### config.mk
export PLATFORM = sky130hd
export DESIGN_NAME = halton_index_decoder
export DESIGN_NICKNAME = d
export VERILOG_FILES = /design/src/rtl/halton_pkg.sv /design/src/rtl/vdc_digit_unpacker.sv /design/src/rtl/halton_index_decoder.sv
export SDC_FILE = /design/constraint.sdc
export NUM_CORES = 1
export LEC_CHECK = 0
export ABC_AREA = 1
export CAP_MARGIN = 20
export CORE_MARGIN = 2
export CORE_UTILIZATION = 51
export DETAILED_ROUTE_END_ITERATION = 16
export PLACE_DENSITY = 0.8
export SYNTH_ARGS = -nofsm -noshare
export SYNTH_HDL_FRONTEND = slang
export SYNTH_HIERARCHICAL = 1
export SYNTH_SLANG_ARGS = --single-unit
### constraint.sdc
create_clock -name clk -period 12.83 [get_ports clk]
set_clock_uncertainty 0.2 [all_clocks]
set_input_delay 1.283 -clock clk [delete_from_list [all_inputs] [get_ports clk]]
set_output_delay 1.283 -clock clk [all_outputs]
set_load 0.02 [all_outputs]
### src/rtl/halton_pkg.sv
// Shared Halton definitions: default radices/digit counts matching the point
// generator, decoder FSM states, and an elaboration-time integer power helper.
package halton_pkg;

  localparam int DEF_BASE_0  = 2;
  localparam int DEF_BASE_1  = 3;
  localparam int DEF_SCALE_0 = 11;
  localparam int DEF_SCALE_1 = 7;

  // Wide enough for any legal digit count (BASE >= 2 and BASE^SCALE <= 2^32 give SCALE <= 32)
  localparam int N_W = 6;

  typedef enum logic [1:0] {
    ST_IDLE = 2'd0,
    ST_RUN  = 2'd1,
    ST_DONE = 2'd2
  } state_e;

  function automatic longint unsigned ipow(input int unsigned base, input int unsigned exp);
    longint unsigned acc;
    acc = 64'd1;
    for (int unsigned i = 0; i < exp; i++) begin
      acc = acc * longint'(base);
    end
    return acc;
  endfunction

endpackage

### src/rtl/vdc_digit_unpacker.sv
// One Halton channel: peels the least-significant radix-BASE digit off the
// residue each step and appends it to the accumulator, reversing digit order.
module vdc_digit_unpacker
  import halton_pkg::*;
#(
  parameter int BASE  = DEF_BASE_0,
  parameter int SCALE = DEF_SCALE_0
) (
  input  logic           clk,
  input  logic           rst_n,
  input  logic           load_i,
  input  logic           step_i,
  input  logic [N_W-1:0] n_i,
  input  logic [31:0]    point_i,
  output logic [31:0]    index_o,
  output logic           residue_nz_o
);

  if (BASE < 2 || ipow(BASE, SCALE) > 64'h0000_0001_0000_0000) begin : g_param_chk
    $error("vdc_digit_unpacker: need BASE >= 2 and BASE**SCALE <= 2**32");
  end

  localparam logic [31:0]    BASE_W  = 32'(BASE);
  localparam logic [N_W-1:0] SCALE_N = N_W'(SCALE);

  logic [31:0] res_q, res_d;
  logic [31:0] acc_q, acc_d;
  logic        active_s;

  assign active_s = step_i && (n_i < SCALE_N);

  // Constant-divisor mod/div: synthesizes to fixed logic, one digit per cycle
  always_comb begin
    res_d = res_q;
    acc_d = acc_q;
    if (load_i) begin
      res_d = point_i;
      acc_d = 32'd0;
    end else if (active_s) begin
      acc_d = (acc_q * BASE_W) + (res_q % BASE_W);
      res_d = res_q / BASE_W;
    end else begin
      res_d = res_q;
      acc_d = acc_q;
    end
  end

  // Residue and accumulator registers
  always_ff @(posedge clk or negedge rst_n) begin
    if (!rst_n) begin
      res_q <= 32'd0;
      acc_q <= 32'd0;
    end else begin
      res_q <= res_d;
      acc_q <= acc_d;
    end
  end

  assign index_o      = acc_q;
  assign residue_nz_o = (res_q != 32'd0);

endmodule

### src/rtl/halton_index_decoder.sv
// Recovers the integer sequence index of each channel of a two-channel
// Halton point, flags channel disagreement and out-of-range inputs.
module halton_index_decoder
  import halton_pkg::*;
#(
  parameter int BASE_0  = DEF_BASE_0,
  parameter int BASE_1  = DEF_BASE_1,
  parameter int SCALE_0 = DEF_SCALE_0,
  parameter int SCALE_1 = DEF_SCALE_1
) (
  input  logic        clk,
  input  logic        rst_n,
  input  logic        in_valid,
  output logic        in_ready,
  input  logic [31:0] in_point_0,
  input  logic [31:0] in_point_1,
  output logic        out_valid,
  input  logic        out_ready,
  output logic [31:0] out_index_0,
  output logic [31:0] out_index_1,
  output logic        out_match,
  output logic        out_range_err
);

  localparam int             SMAX   = (SCALE_0 > SCALE_1) ? SCALE_0 : SCALE_1;
  localparam logic [N_W-1:0] N_LAST = N_W'(SMAX - 1);

  state_e         state_q, state_d;
  logic [N_W-1:0] n_q, n_d;
  logic           in_ready_q, in_ready_d;
  logic           out_valid_q, out_valid_d;
  logic           load_s, step_s;
  logic           nz0_s, nz1_s;

  // Next-state, step counter and handshake decode
  always_comb begin
    state_d = state_q;
    n_d     = n_q;
    load_s  = 1'b0;
    step_s  = 1'b0;
    case (state_q)
      ST_IDLE: begin
        if (in_valid) begin
          load_s  = 1'b1;
          n_d     = {N_W{1'b0}};
          state_d = ST_RUN;
        end else begin
          state_d = ST_IDLE;
        end
      end
      ST_RUN: begin
        step_s = 1'b1;
        n_d    = n_q + N_W'(1);
        if (n_q == N_LAST) begin
          state_d = ST_DONE;
        end else begin
          state_d = ST_RUN;
        end
      end
      ST_DONE: begin
        if (out_ready) begin
          state_d = ST_IDLE;
        end else begin
          state_d = ST_DONE;
        end
      end
      default: begin
        state_d = ST_IDLE;
        n_d     = {N_W{1'b0}};
      end
    endcase
    in_ready_d  = (state_d == ST_IDLE);
    out_valid_d = (state_d == ST_DONE);
  end

  // FSM, counter and registered handshake flags
  always_ff @(posedge clk or negedge rst_n) begin
    if (!rst_n) begin
      state_q     <= ST_IDLE;
      n_q         <= {N_W{1'b0}};
      in_ready_q  <= 1'b1;
      out_valid_q <= 1'b0;
    end else begin
      state_q     <= state_d;
      n_q         <= n_d;
      in_ready_q  <= in_ready_d;
      out_valid_q <= out_valid_d;
    end
  end

  vdc_digit_unpacker #(.BASE(BASE_0), .SCALE(SCALE_0)) u_ch0 (
    .clk          (clk),
    .rst_n        (rst_n),
    .load_i       (load_s),
    .step_i       (step_s),
    .n_i          (n_q),
    .point_i      (in_point_0),
    .index_o      (out_index_0),
    .residue_nz_o (nz0_s)
  );

  vdc_digit_unpacker #(.BASE(BASE_1), .SCALE(SCALE_1)) u_ch1 (
    .clk          (clk),
    .rst_n        (rst_n),
    .load_i       (load_s),
    .step_i       (step_s),
    .n_i          (n_q),
    .point_i      (in_point_1),
    .index_o      (out_index_1),
    .residue_nz_o (nz1_s)
  );

  assign in_ready      = in_ready_q;
  assign out_valid     = out_valid_q;
  assign out_match     = (out_index_0 == out_index_1);
  assign out_range_err = nz0_s | nz1_s;

endmodule

== Word level (Yosys, flattened, before mapping) ==
Cells that the tools add are included.
Widths: inputs -> output; s select.
Word-level totals
  bits in registers: 138
  bits of input ports: 68
  output and inout bits: 68
  logic and storage cells: 50
Operators by class
  $add $sub $neg: 3
  multipliers: 1
  div/mod/pow operators: 2
  order comparisons: 2
  equality and inequality tests: 6
  multiplexer cells: 17
  bitwise gates (word level): 2
  reductions and logical operators: 9
Operators by type and width (count)
  $mux 32: 8
  $reduce_bool 32->1: 2
  $add 32x1->32: 1
  $add 32x32->32: 1
  $div 32x2->32 const B: 1
  $eq 32x32->1: 1
  $mod 32x2->32 const B: 1
  $mul 32x2->32 const B: 1
  $pmux 6 s3: 1
  $add 6x1->6 const B: 1
  $eq 6x4->1 const B: 1
  $lt 6x3->1 const B: 1
  $lt 6x4->1 const B: 1
  $mux 6: 1
  $pmux 2 s3: 1
  $eq 2x2->1 const B: 2
  $logic_not 2->1: 2
  $mux 1: 4
  $mux 2: 2
  $reduce_bool 2->1: 2
  $eq 2x1->1 const B: 1
  $logic_and 1x1->1: 2
  $ne 2x2->1 const B: 1
  $reduce_and 2->1: 1
  other kinds (2): 2

== Logic depth before layout (Yosys ltp) ==
Gate-level depths: netlist of the first run.
  depth in word-level cells: 5
  mapped depth: 138

== Cells and area by module ==
Netlist of the first run, hierarchy kept.
By module, submodules not included
  vdc_digit_unpacker (u_ch1): times used 1, cells each 829, area each 6064.6 µm²
  vdc_digit_unpacker (u_ch0): times used 1, cells each 445, area each 3259.4 µm²
  halton_index_decoder: times used 1, cells each 220, area each 1141.1 µm²

== Worst setup path before layout of the first run ==
No wires, ideal clock.
  kind: register -> register
  from: register u_ch1.res_q[30]
  to: register u_ch1.acc_q[31], in the netlist u_ch1/index_o[31]
  library setup time: 0.118 ns
  data arrival time: 12.138 ns
  path slack: 0.374 ns
  stages on the path, launching flop included: 123
  period minus slack after synthesis: 12.456 ns
  path through: dfrtp_1 -> inv_2 -> nand2_2 -> o21ai_1 -> nand2_1 -> o21ai_1 -> nand2_1 -> o21ai_1 -> nand2_2 -> o21ai_1 -> nand2_2 -> o21ai_2 -> nand2_2 -> o21ai_1 -> nand2_1 -> o21ai_1 -> nand2_1 -> o21ai_1 -> [87 not listed] -> nand2_1 -> inv_1 -> o21ai_0 -> nand2_1 -> nand3_1 -> nand2_1 -> nand3_1 -> nand2_1 -> nand3_1 -> nand2_1 -> xor2_1 -> inv_1 -> nor3_1 -> nor2_1 -> inv_1 -> nand2_1 -> nand3_1 -> nand2_1
On the way
  longest elaborated chain between the ends: 4
RTL lines
  from (decl): line vdc_digit_unpacker.sv:26  | logic [31:0] res_q, res_d;
  from (signal assigned): line vdc_digit_unpacker.sv:54  | res_q <= res_d;
  $mod 32x2->32: line vdc_digit_unpacker.sv:40  | acc_d = (acc_q * BASE_W) + (res_q % BASE_W);
  $add 32x32->32: line vdc_digit_unpacker.sv:40
  $mux 32: line vdc_digit_unpacker.sv:39  | end else if (active_s) begin
  $mux 32: line vdc_digit_unpacker.sv:36  | if (load_i) begin
  to (signal assigned): line vdc_digit_unpacker.sv:52  | acc_q <= 32'd0;
  to (signal assigned): line vdc_digit_unpacker.sv:55  | acc_q <= acc_d;
  to (decl): line vdc_digit_unpacker.sv:27  | logic [31:0] acc_q, acc_d;
No other way between the ends. The select of a mux whose other input is x is not followed.
A chain may end at the register's enable or synchronous reset.

== Worst setup path after layout of the first run ==
Same ends and word-level chain as after synthesis.

==> impl_metrics.prom, run 1 <==
# TYPE chip_impl_metric gauge
chip_impl_info{name="cpMostUsedCell",value="sky130_fd_sc_hd__nand2_2"} 1
chip_impl_info{name="timing.hold.worst.class",value="register to register"} 1
chip_impl_metric{name="hold_ws",unit="ns"} 0.320
chip_impl_metric{name="drtPass1Iterations",unit=""} 5
chip_impl_info{name="timing.critical_path.from_type",value="register"} 1
chip_impl_info{name="whs_endpoint",value="u_ch0/res_q[17]"} 1
chip_impl_metric{name="final.period_utilization",unit="%"} 113
chip_impl_metric{name="timing.slew.headroom",unit="%"} 32.8
chip_impl_metric{name="worst_ep_required_time",unit="ns"} 12.94
chip_impl_metric{name="grt_antenna_before_repair",unit=""} 0
chip_impl_metric{name="grt_pass1_wl",unit="mm"} 46.8
chip_impl_info{name="worstReg2RegStart",value="u_ch1/res_q[30]"} 1
chip_impl_metric{name="timing_worst_slew_pin_value",unit="ns"} 1.01
chip_impl_metric{name="via_count",unit=""} 11000
chip_impl_info{name="ys_dominant_reg_cell",value="sky130_fd_sc_hd__dfrtp_1"} 1
chip_impl_metric{name="synthesis.area",unit="um^2"} 10500
chip_impl_metric{name="setup_ws",unit="ns"} -1.67
chip_impl_metric{name="avgSynthCellArea",unit="um^2"} 7.00
chip_impl_info{name="timing.critical_path.max_delay_family",value="simple AND/OR/NAND/NOR gates"} 1
chip_impl_metric{name="fp.coreArea",unit="um^2"} 20200
chip_impl_metric{name="synth.distinct_cells",unit=""} 48
chip_impl_metric{name="synthMuxAreaShare",unit="%"} 0
chip_impl_metric{name="clock_insertion_delay_worst_skew",unit="ns"} 0.42
chip_impl_metric{name="clock_pin_slew_reported_for_the_worst_setup_and_hold_paths_after_clock_tree_synthesis",unit="ns"} 0.06
chip_impl_metric{name="number_of_violations_reported_at_the_end_of_detailed_routing_iteration_0",unit=""} 913
chip_impl_info{name="critical_path_class",value="register to register"} 1
chip_impl_metric{name="floorplan.die.width",unit="um"} 147
chip_impl_info{name="violated_checks",value="negative setup slack"} 1
chip_impl_metric{name="synthAdderAreaFrac",unit="%"} 10.1
chip_impl_metric{name="die_h",unit="um"} 147
chip_impl_metric{name="grt_start_max_net_pins",unit=""} 97
chip_impl_info{name="status",value="complete, but fails checks"} 1
chip_impl_metric{name="area.growth.synth_to_final",unit="%"} 35.9
chip_impl_metric{name="globalplace.congestion",unit=""} 0.855
chip_impl_metric{name="num_antenna_cells",unit=""} 0
chip_impl_metric{name="floorplan.initialDensity",unit="%"} 51.9
chip_impl_metric{name="fin_area",unit="um^2"} 14200
chip_impl_metric{name="cts_inserted_buffers",unit=""} 17
chip_impl_metric{name="totalWireLength",unit="mm"} 31.5
chip_impl_info{name="crit_path_start",value="u_ch1/res_q[30]"} 1
chip_impl_metric{name="synthesis.yosys.warnings",unit=""} 6
chip_impl_metric{name="postCtsHoldBufs",unit=""} 0
chip_impl_metric{name="drt_drc_violations_left",unit=""} 0
chip_impl_metric{name="finalCriticalPeriod",unit="ns"} 14.50
chip_impl_metric{name="hpwl_detailed",unit="mm"} 18.7
chip_impl_metric{name="io-pin-count",unit=""} 136
chip_impl_info{name="cts_tree",value="built"} 1
chip_impl_info{name="critical_path.endpoint_type",value="register"} 1
chip_impl_metric{name="die_area",unit="um^2"} 21700
chip_impl_metric{name="timing.critical_path.arrival",unit="ns"} 14.61
chip_impl_metric{name="number_of_synthesized_flops_with_an_enable_pin",unit=""} 0
chip_impl_metric{name="xor_xnor_share_of_the_synthesized_area",unit="%"} 1.00
chip_impl_metric{name="first_global_vias",unit=""} 10100
chip_impl_metric{name="seq_area",unit="um^2"} 3450
chip_impl_metric{name="synth-compound-area-share",unit="%"} 14.6
chip_impl_metric{name="setup_viol",unit=""} 15
chip_impl_metric{name="final-max-slew-violation-count",unit=""} 0
chip_impl_metric{name="syn_inst",unit=""} 1494
chip_impl_metric{name="synth_sequential_area_ratio",unit="%"} 33.0
chip_impl_metric{name="numClockSinks",unit=""} 138
chip_impl_metric{name="hold_viol",unit=""} 0
chip_impl_metric{name="route.detailed.vias_per_inst",unit=""} 5.55
chip_impl_metric{name="grt_util_all_layers",unit="%"} 26.2
chip_impl_metric{name="num-fill-cells",unit=""} 1458
chip_impl_metric{name="post_route_cells_drive_above_1_share",unit="%"} 24.2
chip_impl_info{name="cts_root_buf",value="sky130_fd_sc_hd__clkbuf_16"} 1
chip_impl_metric{name="crit_path_max_incr_delay",unit="ns"} 0.50
chip_impl_info{name="rsz0062_at_grt",value="true"} 1
chip_impl_metric{name="buf_inv_stages_crit_path",unit=""} 18
chip_impl_metric{name="cts_buffer_depth",unit=""} 2
chip_impl_info{name="worst_path_max_delay_cell",value="sky130_fd_sc_hd__fa_2"} 1
chip_impl_metric{name="fmax",unit="MHz"} 68.9
chip_impl_metric{name="dpl-instance-area",unit="um^2"} 12200
chip_impl_metric{name="grt_overflow_total",unit=""} 0
chip_impl_metric{name="post_detailed_route_count_of_antenna_violating_nets",unit=""} 0
chip_impl_metric{name="setup.reg_to_reg.worst_slack",unit="ns"} -1.67
chip_impl_metric{name="synth_nets",unit=""} 1628
chip_impl_metric{name="cts_htree_levels",unit=""} 4
chip_impl_metric{name="synth-async-reset-ratio",unit="%"} 100
chip_impl_metric{name="synthSimpleGateAreaFrac",unit="%"} 30.4
chip_impl_metric{name="io_buffer_count",unit=""} 135
chip_impl_metric{name="worst_r2r_path_depth",unit=""} 121
chip_impl_metric{name="worst_hold_path.num_cells",unit=""} 2
chip_impl_metric{name="timing.max_cap.violations",unit=""} 0
chip_impl_info{name="synth_top_family_by_area",value="simple AND/OR/NAND/NOR gates"} 1
chip_impl_metric{name="synth-seq-cells",unit=""} 138
chip_impl_metric{name="critPathMaxFanout",unit=""} 4
chip_impl_metric{name="std_cell_rows",unit=""} 52
chip_impl_info{name="capture_instance_of_the_worst_register_to_register_path",value="u_ch1/index_o[31]"} 1
chip_impl_metric{name="finalNetCount",unit=""} 1829
chip_impl_metric{name="area_of_combinational_cells_with_multiple_inputs",unit="um^2"} 6790
chip_impl_info{name="min-delay-start",value="u_ch0/res_q[17]"} 1
chip_impl_metric{name="drt-wirelength-per-cell",unit="um"} 15.9
[layout make-up]
cell class	count	share of cell area [%]
multi-input cells	1080	47.8
flip-flops and latches	138	24.3
repair buffers	228	14.7
inverters	230	6.14
clock buffers	21	3.38
well taps	270	2.37
clock inverters	11	1.33
[kinds of logic (layout without fill, tap and decap cells)]
logic type | Yosys count | in the layout
AND/OR/NAND/NOR | 750 | 750
flip-flops | 138 | 138
buffers and inverters | 276 | 490
XOR/XNOR | 12 | 12
adder cells (fa/ha/maj) | 66 | 66
AO/OA/AOI/OAI | 252 | 252
[flip-flops by register name (all words and copies together) (netlist names)]
signal	cells
u_ch1/res_q	32
u_ch0/res_q	32
u_ch0/index_o	32
state_q	2
u_ch1/index_o	32
n_q	6
out_valid	1
in_ready	1
[stage by stage]
step	setup WS (ns)	cells	setup TNS, ns	utilization (%)
after floorplan	0.374	1494	0	-
after global placement	-0.260	1898	-0.686	60.7
after detailed placement	-0.954	1898	-5.14	60.7
after CTS	-0.527	1943	-1.92	65.4
after global routing	-2.47	1978	-28.09	70.5
final	-1.67	1978	-13.38	70.5
[layout by cell type (no fill, tap or decap), types with 5 or more instances in the layout]
| cell | count |
|---|---|
| sky130_fd_sc_hd__ha_1 | 31 |
| sky130_fd_sc_hd__nand3_2 | 41 |
| sky130_fd_sc_hd__nand2_4 | 18 |
| sky130_fd_sc_hd__clkdlybuf4s50_1 | 134 |
| sky130_fd_sc_hd__nor2_2 | 16 |
| sky130_fd_sc_hd__a21oi_1 | 30 |
| sky130_fd_sc_hd__o21ai_2 | 47 |
| sky130_fd_sc_hd__nor2_4 | 8 |
| sky130_fd_sc_hd__nor2_1 | 83 |
| sky130_fd_sc_hd__nand4_1 | 12 |
| sky130_fd_sc_hd__o21bai_4 | 5 |
| sky130_fd_sc_hd__fa_1 | 29 |
| sky130_fd_sc_hd__inv_1 | 197 |
| sky130_fd_sc_hd__dfrtp_1 | 137 |
| sky130_fd_sc_hd__nand3_1 | 43 |
| sky130_fd_sc_hd__a21oi_2 | 13 |
| sky130_fd_sc_hd__nand2_1 | 433 |
| sky130_fd_sc_hd__nand3_4 | 10 |
| sky130_fd_sc_hd__clkbuf_16 | 17 |
| sky130_fd_sc_hd__nand2_2 | 74 |
| sky130_fd_sc_hd__bufinv_16 | 5 |
| sky130_fd_sc_hd__o21ai_1 | 46 |
| sky130_fd_sc_hd__xor2_1 | 9 |
| sky130_fd_sc_hd__o211ai_1 | 17 |
| sky130_fd_sc_hd__buf_4 | 81 |
| sky130_fd_sc_hd__a221o_1 | 13 |
| sky130_fd_sc_hd__buf_6 | 13 |
| sky130_fd_sc_hd__o21ai_0 | 55 |
| sky130_fd_sc_hd__inv_2 | 28 |
[layer usage]
layer  track usage [%]  routed length [um]  part of all wire [%]
met2              43.6               15300                    49
met1              34.5               12700                    40
met4              10.0                1330                   4.2
met5                 0                   0                     0
met3              4.41                2150                   6.8
[Yosys cell counts (all sizes together), types with 13 or more instances]
master    n  share of area [%]
nand3    94                5.1
ha       35                4.2
a21oi    45                2.2
inv     229                8.3
nand2   525                 20
dfrtp   137                 33
o211ai   17                1.2
nor2    108                4.2
o21ai   150                7.8
a221o    13                1.2
buf      27                1.9
clkbuf   19               0.68
fa       31                5.9
[worst reg2reg max path: cells and delay by family, from the launching register on]
kind	cells	cell delay (ns)
adders and majority gates	5	1.38
xor gates and xnor gates	1	0.17
AOI/OAI and AO/OA	37	5.32
DFF	1	0.43
and+or+nand+nor	60	5.58
buffers and inverters	18	1.29
[worst max path at each step]
stage | depth (start not counted) | endpoint | slack (ns)
3_5_place_dp | 129 | u_ch1/index_o[30] | -0.95
5_1_grt | 121 | u_ch1/index_o[31] | -2.47
2_1_floorplan | 122 | u_ch1/index_o[31] | 0.37
4_1_cts | 129 | u_ch1/index_o[30] | -0.53
6_report | 121 | u_ch1/index_o[31] | -1.67
3_3_place_gp | 131 | u_ch1/index_o[30] | -0.26
[what timing repair did]
action / CTS / global route
endpoints found under the setup margin: 10 / 19
resized for setup: 57 / 223
buffers inserted: 13 / 36
hold endpoints to repair: 0 / 0
pin swaps: 29 / 109
Power of run 1 is left out: the tool's default activity adds up to more than one toggle a clock period on the data nets, which glitch-free logic cannot reach.
==> inputs of run 2 (changes only) <==
--- a/config.mk
+++ b/config.mk
@@ -11,6 +11,7 @@
 export CORE_UTILIZATION = 51
 export DETAILED_ROUTE_END_ITERATION = 16
 export PLACE_DENSITY = 0.8
+export SLEW_MARGIN = 10
 export SYNTH_ARGS = -nofsm -noshare
 export SYNTH_HDL_FRONTEND = slang
 export SYNTH_HIERARCHICAL = 1
==> results of run 2 <==
The final DEF is identical to that of run 1; final timing and power are the same.
Power of run 2 is left out for the same reason.
==> inputs of run 3 (changes only) <==
--- a/config.mk
+++ b/config.mk
@@ -7,10 +7,9 @@
 export LEC_CHECK = 0
 export ABC_AREA = 1
 export CAP_MARGIN = 20
-export CORE_MARGIN = 2
 export CORE_UTILIZATION = 51
 export DETAILED_ROUTE_END_ITERATION = 16
-export PLACE_DENSITY = 0.8
+export PLACE_DENSITY = 0.81
 export SLEW_MARGIN = 10
 export SYNTH_ARGS = -nofsm -noshare
 export SYNTH_HDL_FRONTEND = slang
==> impl_metrics.prom, run 3 (same netlist as run 1, synthesis figures left out) <==
# TYPE chip_impl_metric gauge
chip_impl_info{name="cts_root_buf",value="sky130_fd_sc_hd__clkbuf_16"} 1
chip_impl_metric{name="setup.reg_to_reg.worst_slack",unit="ns"} -1.65
chip_impl_metric{name="setup_viol",unit=""} 16
chip_impl_metric{name="buf_inv_stages_crit_path",unit=""} 19
chip_impl_info{name="status",value="complete, but fails checks"} 1
chip_impl_metric{name="timing.max_cap.violations",unit=""} 0
chip_impl_metric{name="die_h",unit="um"} 145
chip_impl_metric{name="dpl-instance-area",unit="um^2"} 12300
chip_impl_metric{name="fin_tns_setup",unit="ns"} -13.36
chip_impl_metric{name="finalCriticalPeriod",unit="ns"} 14.48
chip_impl_metric{name="drt_drc_violations_left",unit=""} 0
chip_impl_metric{name="final-max-slew-violation-count",unit=""} 0
chip_impl_info{name="layout.cells.most_common_list",value="sky130_fd_sc_hd__nand2_1 (435), sky130_fd_sc_hd__inv_1 (190), sky130_fd_sc_hd__dfrtp_1 (136)"} 1
chip_impl_metric{name="worst_ep_required_time",unit="ns"} 12.89
chip_impl_metric{name="grt_overflow_total",unit=""} 0
chip_impl_metric{name="cts_htree_levels",unit=""} 4
chip_impl_metric{name="timing.slew.headroom",unit="%"} 32.9
chip_impl_info{name="timing.hold.worst.class",value="register to register"} 1
chip_impl_metric{name="fmax",unit="MHz"} 69.0
chip_impl_metric{name="hpwl_detailed",unit="mm"} 18.3
chip_impl_metric{name="timing.critical_path.arrival",unit="ns"} 14.55
chip_impl_info{name="timing.critical_path.max_delay_family",value="simple AND/OR/NAND/NOR gates"} 1
chip_impl_metric{name="via_count",unit=""} 11100
chip_impl_metric{name="die_area",unit="um^2"} 21100
chip_impl_info{name="cpMostUsedCell",value="sky130_fd_sc_hd__nand2_2"} 1
chip_impl_metric{name="final.period_utilization",unit="%"} 113
chip_impl_metric{name="finalNetCount",unit=""} 1829
chip_impl_metric{name="hold_viol",unit=""} 0
chip_impl_metric{name="number_of_violations_reported_at_the_end_of_detailed_routing_iteration_0",unit=""} 938
chip_impl_metric{name="critPathMaxFanout",unit=""} 4
chip_impl_metric{name="grt_antenna_before_repair",unit=""} 0
chip_impl_metric{name="post_detailed_route_count_of_antenna_violating_nets",unit=""} 0
chip_impl_metric{name="drt-wirelength-per-cell",unit="um"} 16.5
chip_impl_metric{name="crit_path_max_incr_delay",unit="ns"} 0.49
chip_impl_metric{name="num_antenna_cells",unit=""} 0
chip_impl_info{name="cts_tree",value="built"} 1
chip_impl_metric{name="worst_r2r_path_depth",unit=""} 127
chip_impl_metric{name="cts_buffer_depth",unit=""} 2
chip_impl_metric{name="post_route_cells_drive_above_1_share",unit="%"} 24.5
chip_impl_metric{name="totalWireLength",unit="mm"} 32.6
chip_impl_info{name="final_common_cell",value="sky130_fd_sc_hd__nand2_1"} 1
chip_impl_info{name="timing.critical_path.from_type",value="register"} 1
chip_impl_metric{name="hold_ws",unit="ns"} 0.311
chip_impl_info{name="worstReg2RegStart",value="u_ch1/res_q[30]"} 1
chip_impl_metric{name="fin_area",unit="um^2"} 14200
chip_impl_metric{name="grt_util_all_layers",unit="%"} 27.5
chip_impl_metric{name="cts_inserted_buffers",unit=""} 17
chip_impl_metric{name="floorplan.die.width",unit="um"} 145
chip_impl_metric{name="route.detailed.vias_per_inst",unit=""} 5.61
chip_impl_metric{name="drtPass1Iterations",unit=""} 5
chip_impl_info{name="capture_instance_of_the_worst_register_to_register_path",value="u_ch1/index_o[30]"} 1
chip_impl_metric{name="final_core_utilization",unit="%"} 70.5
chip_impl_metric{name="setup_ws",unit="ns"} -1.65
chip_impl_info{name="rsz0062_at_grt",value="true"} 1
chip_impl_metric{name="grt_start_max_net_pins",unit=""} 97
chip_impl_metric{name="grt_pass1_wl",unit="mm"} 47.5
chip_impl_metric{name="clock_pin_slew_reported_for_the_worst_setup_and_hold_paths_after_clock_tree_synthesis",unit="ns"} 0.06
chip_impl_metric{name="io_buffer_count",unit=""} 135
chip_impl_metric{name="worst_hold_path.num_cells",unit=""} 2
chip_impl_info{name="worst_path_max_delay_cell",value="sky130_fd_sc_hd__fa_1"} 1
chip_impl_info{name="critical_path_class",value="register to register"} 1
chip_impl_metric{name="first_global_vias",unit=""} 10000
chip_impl_metric{name="clock_insertion_delay_worst_skew",unit="ns"} 0.42
chip_impl_info{name="critical_path.endpoint_type",value="register"} 1
chip_impl_metric{name="io-pin-count",unit=""} 136
chip_impl_metric{name="globalplace.congestion",unit=""} 0.877
chip_impl_info{name="violated_checks",value="negative setup slack"} 1
chip_impl_metric{name="area.growth.synth_to_final",unit="%"} 36.0
chip_impl_metric{name="std_cell_rows",unit=""} 52
chip_impl_metric{name="fp.coreArea",unit="um^2"} 20200
chip_impl_metric{name="timing_worst_slew_pin_value",unit="ns"} 1.00
chip_impl_metric{name="numClockSinks",unit=""} 138
chip_impl_metric{name="postCtsHoldBufs",unit=""} 0
chip_impl_metric{name="floorplan.initialDensity",unit="%"} 51.9
chip_impl_info{name="min-delay-start",value="u_ch0/res_q[20]"} 1
chip_impl_info{name="whs_endpoint",value="u_ch0/res_q[20]"} 1
## run 3: cell count changes in the layout (fill, tap and decap cells not counted), sizes merged
cell	change
bufinv	-1
clkbuf	-3
clkinvlp	+3
inv	+1
## run 3: worst max-delay path by stage
stage | start | end | slack, ns | cells after the start
5_1_grt | u_ch1/res_q[30] | u_ch1/index_o[30] | -2.54 | 123
6_report | u_ch1/res_q[30] | u_ch1/index_o[30] | -1.65 | 127
4_1_cts | u_ch1/res_q[31] | u_ch1/index_o[31] | -0.61 | 131
2_1_floorplan | u_ch1/res_q[30] | u_ch1/index_o[31] | 0.37 | 122
3_3_place_gp | u_ch1/res_q[31] | u_ch1/index_o[31] | -0.31 | 132
3_5_place_dp | u_ch1/res_q[31] | u_ch1/index_o[31] | -0.88 | 130
## run 3: tightest hold or removal path: stages (launching register included)
cell                      delay, ns
sky130_fd_sc_hd__dfrtp_1       0.34
sky130_fd_sc_hd__nand3_1       0.07
sky130_fd_sc_hd__nand2_1       0.06
## run 3: final cells by class
class	count	area, um^2
multi-input cells	1080	6840
fillers	1454	5940
flip-flops and latches	138	3460
repair buffers	228	2080
inverters	230	876
clock buffers	18	439
well taps	270	338
clock inverters	14	194
## run 3: metrics by stage
step / cells / setup slack, ns
5_1_grt: 1978 / -2.54
2_1_floorplan: 1494 / 0.374
3_5_place_dp: 1901 / -0.885
6_report: 1978 / -1.65
3_3_place_gp: 1901 / -0.306
4_1_cts: 1948 / -0.608
## run 3: metal layers
layer / vias up / wire length [um] / share of wire [%] / global-route usage [%]
li1: 5136 / - / - / -
met1: 5284 / 13100 / 40 / 36.6
met2: 570 / 16000 / 49 / 46.2
met3: 115 / 2390 / 7.3 / 3.81
met4: 0 / 1160 / 3.5 / 8.89
met5: - / 0 / 0 / 0
## run 3: what timing repair did
item,4_1_cts,5_1_grt
cloned,0,0
setup buffers,15,31
pin swaps,18,80
gates resized for setup,40,252
setup endpoints to repair,10,22
Power of run 3 is left out for the same reason.
